==> src/rtl/dsp_mac_pipe.sv <==
// dsp_mac_pipe
// Three-stage pipelined pre-add / multiply / post-add-accumulate block with
// valid/ready flow control. One beat per cycle when downstream keeps up.
//
// Stage 1: pre = opmode[0] ? (opmode[1] ? D-B : D+B) : B    (BW+1 bits)
// Stage 2: M   = A * pre                                     (AW+BW+1 bits)
// Stage 3: Z   = {0, C, acc, 0}[opmode[3:2]]
//          P   = opmode[4] ? Z-(M+carryin) : Z+M+carryin      (PW+1 bits)
//
// Ports:
//   clk, rst            clock, asynchronous active-high reset
//   in_valid, in_ready  input beat handshake (in_ready = !out_valid | out_ready)
//   A, B, D, C          signed operands (AW, BW, BW, PW bits)
//   carryin, opmode     post-adder carry and per-beat operation select
//   out_valid, out_ready output handshake
//   P, ovf              result and its signed-overflow flag
//   ovf_sticky          OR of ovf over every beat taken downstream
//
// Build option: define DSP_MAC_SAT_EN to clamp P/acc on overflow instead of
// wrapping to the low PW bits.
//
// Parameter constraint: PW must be at least AW+BW+3.

module dsp_mac_pipe #(
  parameter int AW = 18,
  parameter int BW = 18,
  parameter int PW = 48
) (
  input  logic          clk,
  input  logic          rst,
  input  logic          in_valid,
  output logic          in_ready,
  input  logic [AW-1:0] A,
  input  logic [BW-1:0] B,
  input  logic [BW-1:0] D,
  input  logic [PW-1:0] C,
  input  logic          carryin,
  input  logic [4:0]    opmode,
  output logic          out_valid,
  input  logic          out_ready,
  output logic [PW-1:0] P,
  output logic          ovf,
  output logic          ovf_sticky
);

  localparam int MW = AW + BW + 1;

  // The whole pipe moves as one unit: it advances whenever the output slot
  // is empty or being drained this cycle.
  logic adv;
  assign adv      = !outValid_q | out_ready;
  assign in_ready = adv;

  // ---------------- Stage 1: pre-adder ----------------
  logic          s1Valid_q;
  logic [AW-1:0] s1A_q;
  logic [PW-1:0] s1C_q;
  logic          s1Cin_q;
  logic [4:0]    s1Op_q;
  logic [BW:0]   s1Pre_q;
  logic [BW:0]   s1Pre_d;
  logic [BW:0]   bExt;
  logic [BW:0]   dExt;

  // Operands are sign-extended by one bit so the sum/difference never truncates.
  always_comb begin
    bExt    = {B[BW-1], B};
    dExt    = {D[BW-1], D};
    s1Pre_d = bExt;
    if (opmode[0]) begin
      s1Pre_d = opmode[1] ? (dExt - bExt) : (dExt + bExt);
    end
  end

  always_ff @(posedge clk or posedge rst) begin
    if (rst) begin
      s1Valid_q <= 1'b0;
      s1A_q     <= '0;
      s1C_q     <= '0;
      s1Cin_q   <= 1'b0;
      s1Op_q    <= '0;
      s1Pre_q   <= '0;
    end else if (adv) begin
      s1Valid_q <= in_valid;
      if (in_valid) begin
        s1A_q   <= A;
        s1C_q   <= C;
        s1Cin_q <= carryin;
        s1Op_q  <= opmode;
        s1Pre_q <= s1Pre_d;
      end
    end
  end

  // ---------------- Stage 2: multiplier ----------------
  logic          s2Valid_q;
  logic [MW-1:0] s2M_q;
  logic [MW-1:0] s2M_d;
  logic [PW-1:0] s2C_q;
  logic          s2Cin_q;
  logic [4:0]    s2Op_q;
  logic [MW-1:0] aWide;
  logic [MW-1:0] preWide;

  // Both factors are sign-extended to the full product width, so an unsigned
  // multiply truncated to MW bits yields the exact signed product.
  always_comb begin
    aWide   = {{(BW + 1){s1A_q[AW-1]}}, s1A_q};
    preWide = {{AW{s1Pre_q[BW]}}, s1Pre_q};
    s2M_d   = aWide * preWide;
  end

  always_ff @(posedge clk or posedge rst) begin
    if (rst) begin
      s2Valid_q <= 1'b0;
      s2M_q     <= '0;
      s2C_q     <= '0;
      s2Cin_q   <= 1'b0;
      s2Op_q    <= '0;
    end else if (adv) begin
      s2Valid_q <= s1Valid_q;
      if (s1Valid_q) begin
        s2M_q   <= s2M_d;
        s2C_q   <= s1C_q;
        s2Cin_q <= s1Cin_q;
        s2Op_q  <= s1Op_q;
      end
    end
  end

  // ---------------- Stage 3: post-adder / accumulator ----------------
  logic          outValid_q;
  logic [PW-1:0] p_q;
  logic [PW-1:0] p_d;
  logic          ovf_q;
  logic          ovf_d;
  logic [PW-1:0] acc_q;
  logic          sticky_q;
  logic [PW:0]   mExt;
  logic [PW:0]   zExt;
  logic [PW:0]   cinExt;
  logic [PW:0]   sum;

  // One guard bit above PW holds any Z +/- (M + carryin) exactly; overflow is
  // the guard bit disagreeing with the PW-bit sign bit.
  always_comb begin
    mExt   = {{(PW + 1 - MW){s2M_q[MW-1]}}, s2M_q};
    cinExt = {{PW{1'b0}}, s2Cin_q};
    zExt   = '0;
    case (s2Op_q[3:2])
      2'b01:   zExt = {s2C_q[PW-1], s2C_q};
      2'b10:   zExt = {acc_q[PW-1], acc_q};
      default: zExt = '0;
    endcase
    sum   = s2Op_q[4] ? (zExt - (mExt + cinExt)) : (zExt + mExt + cinExt);
    ovf_d = sum[PW] ^ sum[PW-1];
`ifdef DSP_MAC_SAT_EN
    if (ovf_d) begin
      p_d = sum[PW] ? {1'b1, {(PW - 1){1'b0}}} : {1'b0, {(PW - 1){1'b1}}};
    end else begin
      p_d = sum[PW-1:0];
    end
`else
    p_d = sum[PW-1:0];
`endif
  end

  // acc follows P but only when a real beat lands, so bubbles and stalls never
  // disturb a running accumulation.
  always_ff @(posedge clk or posedge rst) begin
    if (rst) begin
      outValid_q <= 1'b0;
      p_q        <= '0;
      ovf_q      <= 1'b0;
      acc_q      <= '0;
    end else if (adv) begin
      outValid_q <= s2Valid_q;
      if (s2Valid_q) begin
        p_q   <= p_d;
        ovf_q <= ovf_d;
        acc_q <= p_d;
      end
    end
  end

  // Sticky flag records overflow only for results actually taken downstream.
  always_ff @(posedge clk or posedge rst) begin
    if (rst) begin
      sticky_q <= 1'b0;
    end else if (outValid_q && out_ready && ovf_q) begin
      sticky_q <= 1'b1;
    end
  end

  assign out_valid  = outValid_q;
  assign P          = p_q;
  assign ovf        = ovf_q;
  assign ovf_sticky = sticky_q;

endmodule

==> config.mk <==
export PLATFORM = sky130hd
export DESIGN_NAME = dsp_mac_pipe
export DESIGN_NICKNAME = d
export VERILOG_FILES = /design/src/rtl/dsp_mac_pipe.sv
export SDC_FILE = /design/constraint.sdc
export NUM_CORES = 2
export LEC_CHECK = 0
export CAP_MARGIN = 15
export CORE_UTILIZATION = 60
export CTS_CLUSTER_DIAMETER = 120
export CTS_CLUSTER_SIZE = 10
export DETAILED_ROUTE_END_ITERATION = 8
export PLACE_DENSITY = 0.8
export SYNTH_ARGS = -nofsm -noshare
export SYNTH_HDL_FRONTEND = slang
export SYNTH_SLANG_ARGS = --single-unit
==> constraint.sdc <==
create_clock -name clk -period 13.7 [get_ports clk]
set_input_delay 2.74 -clock clk [delete_from_list [all_inputs] [get_ports clk]]
set_output_delay 2.74 -clock clk [all_outputs]
set_load 0.02 [all_outputs]
==> reports/summary.txt <==
fmax -> 143 MHz
max_cap viols -> 0
Slew @ Worst Pin -> 1.16 ns
CTS tree -> yes
DRT antenna net count -> 0
syn_nets -> 3887
post-synthesis cell type count -> 72
Cell Rows -> 80
Num Clock Sinks -> 231
number of gates resized after cts -> 0
Final Hold Fails -> 0
clk_lat worst skew -> 0.59 ns
Critical Path Sink Type -> output port
vias -> 22725
Worst Hold Depth -> 1
startpoint types -> input port
Syn Inst Count -> 3213
ys async rst share -> 1.00
most frequent cells in the layout -> 442 x inv_1, 359 x nand2_1, 349 x fa_1, 230 x dfrtp_1, 211 x ha_1
CTS Hold Bufs -> 0
Slew headroom -> 0.224
residual DRC count -> 0
Tmin final -> 6.98 ns
commonest non-fill, non-tap cell in the layout -> inv_1
synthesized cell area -> 0.0289 mm^2
synthesized flop and latch total -> 231
Crit path buffers/inverters -> 3
Syn Area/Cell -> 9.00 um^2
routed len/inst -> 18.6 um
total iterations of the first detailed-routing run -> 5
Max Clock Skew -> 0.0281 ns
Post-CTS Setup Inserts -> 0
delay-heaviest family, CP -> buffers and inverters
CP arrival -> 4.24 ns
reg2reg path depth -> 20
height of the die -> 222 um
Final Max Tran Viols -> 0
Synth Warn # -> 0
Bufs on Longest Clock Path -> 3
WL final -> 72.5 mm
Port Buffers -> 163
Crit Path Category -> input port to output port
Setup Viol. Count Final -> 0
Worst path max stage delay -> 0.65 ns
Starting DRT DRC Count -> 1467
largest net degree at the start of global routing -> 108
initial core utilization -> 0.607
status -> completed
dominant register cell in the synthesized netlist -> dfrtp_1
post-route setup slack -> 6.72 ns
RSZ-0062 raised after global routing -> false
maximum fanout along the worst path -> 10
CTS Root Cell -> clkbuf_16
core area -> 0.0476 mm^2
CTS buffer count -> 27
Setup Slack @ Placement -> 6.75 ns
Worst Hold Class -> flip-flop to flip-flop
flop-to-flop setup slack -> 6.79 ns
GR Overflow Total -> 0
number of global-route vias before repair -> 24082
antenna fix cells -> 0
Die Width -> 222 um
RD Place Congestion -> 0.961
synthesis-to-finish area growth -> 9.25%
fin nets -> 3943
clock transition at the registers of the reported paths -> 0.06 ns
crit-path cells -> clkdlybuf4s50_1, nand2b_1, buf_4, clkdlybuf4s50_1
Setup TNS -> 0 ns
I/O pin cnt -> 164
reg2reg start -> s1A_q[3]
Reg2Reg Capture Point -> s2M_q[36]
Hold EP -> ovf_sticky
EDFF count, synth -> 0
share of cells above drive strength 1 -> 0.0617
first-pass GRT wire length -> 122 mm
most used cell, CP -> clkdlybuf4s50_1
sequential area share after synthesis -> 0.200
worst-path cell with the longest stage delay -> clkdlybuf4s50_1
GRT Util Overall -> 0.305
post-DP HPWL -> 57.9 mm
period utilization -> 0.510
H-Tree Depth -> 1
vias per std cell -> 5.84
initial antenna violation count -> 0
Cells after DPL -> 3855
die area -> 0.0491 mm^2
worst hold start -> ovf_sticky
fin cells -> 3888
critical path required time -> 10.96 ns
-- sequential cells by signal, summed over array words and instances (netlist names) --
signal / count
s1A_q: 18
out_valid: 1
s2C_q: 48
s1Pre_q: 19
ovf: 1
s1Valid_q: 1
s1Op_q: 3
s1Cin_q: 1
acc_q: 48
s1C_q: 48
s2Valid_q: 1
s2Op_q: 3
ovf_sticky: 1
s2Cin_q: 1
s2M_q: 37
-- cells in the mapped netlist, types with 4 or more instances --
library cell,count,area [um^2]
nor3_1,28,140
and4_1,4,35.0
a221o_1,4,40.0
nand3_1,47,235
or3_1,10,62.6
mux2i_1,14,140
o21ai_0,161,806
and2_1,167,1040
a21oi_1,157,786
o21bai_1,27,203
inv_1,443,1660
a211oi_1,14,105
nand2b_1,21,131
a31oi_1,21,131
ha_1,213,2670
a221oi_1,4,35.0
nor2_1,185,694
nor3b_1,9,67.6
o21a_1,17,128
nand2_1,362,1360
mux2_2,129,1450
o31a_1,4,35.0
nor4_1,10,62.6
a21o_1,60,450
xnor2_1,111,972
a21boi_0,6,45.0
fa_1,349,6990
o211ai_1,13,97.6
o22ai_1,4,25.0
buf_1,10,37.5
or2_2,4,25.0
and3_1,17,106
nand3b_1,4,30.0
buf_2,8,40.0
xor2_1,73,639
a311oi_1,6,52.6
clkbuf_1,128,480
nand4_1,18,113
o41ai_1,5,43.8
o31ai_1,6,45.0
nor2b_1,13,81.3
dfrtp_1,231,5780
a22oi_1,52,390
-- per-stage QoR --
step            util  hold slack [ns]  instance area (um^2)
6_report       0.663            0.467                 31600
5_1_grt        0.663            0.484                 31600
3_3_place_gp   0.648            0.451                 30900
2_1_floorplan      -            0.451                 28900
3_5_place_dp   0.648            0.455                 30900
4_1_cts        0.663            0.468                 31600
-- worst max-delay path by stage --
stage / from / end / slack (ns) / cells after the start
after CTS: out_ready / in_ready / 6.73 / 4
after floorplan: rst / acc_q[0] / 4.63 / 1
after detailed placement: s1A_q[0] / s2M_q[36] / 6.75 / 24
final: out_ready / in_ready / 6.72 / 4
after global routing: s1Pre_q[18] / s2M_q[36] / 6.27 / 24
after global placement: out_ready / in_ready / 6.73 / 4
-- worst reg2reg max path, stage by stage, from the launching register on --
cell and delay [ns]:
dfrtp_1 0.78, nand2_1 0.22, inv_1 0.17, fa_1 0.59, fa_1 0.95, fa_1 0.55
fa_1 0.50, fa_1 0.54, inv_1 0.05, fa_1 0.53, inv_1 0.04, ha_1 0.36
nand3_1 0.14, nand3b_1 0.09, a21o_1 0.20, nor2_1 0.20, a21boi_1 0.27, a21boi_1 0.15
a211oi_2 0.21, xnor2_1 0.14, o21ai_1 0.07
-- metal layers --
metal	track usage	share of wire
met5	0	0
met3	0.0355	0.055
met2	0.536	0.50
met1	0.393	0.42
met4	0.100	0.031
-- area by class of cell --
cell class,instances,area [um^2]
flip-flops and latches,231,5780
well taps,615,769
repair buffers,175,1720
inverters,444,1670
clock inverters,2,27.5
multi-input cells,2390,20900
clock buffers,31,701
fillers,3835,16100
-- kinds of logic after synthesis --
family                   share of synthesized area
multiplexers                                0.0551
AND/OR/NAND/NOR                              0.147
AO/OA/AOI/OAI                                0.130
adder cells (fa/ha/maj)                      0.334
XOR/XNOR                                    0.0557
flip-flops                                   0.200
buffers and inverters                       0.0776
Power is not shown: default switching activity piles up to over one toggle a cycle in this logic, so the estimate is an artifact.
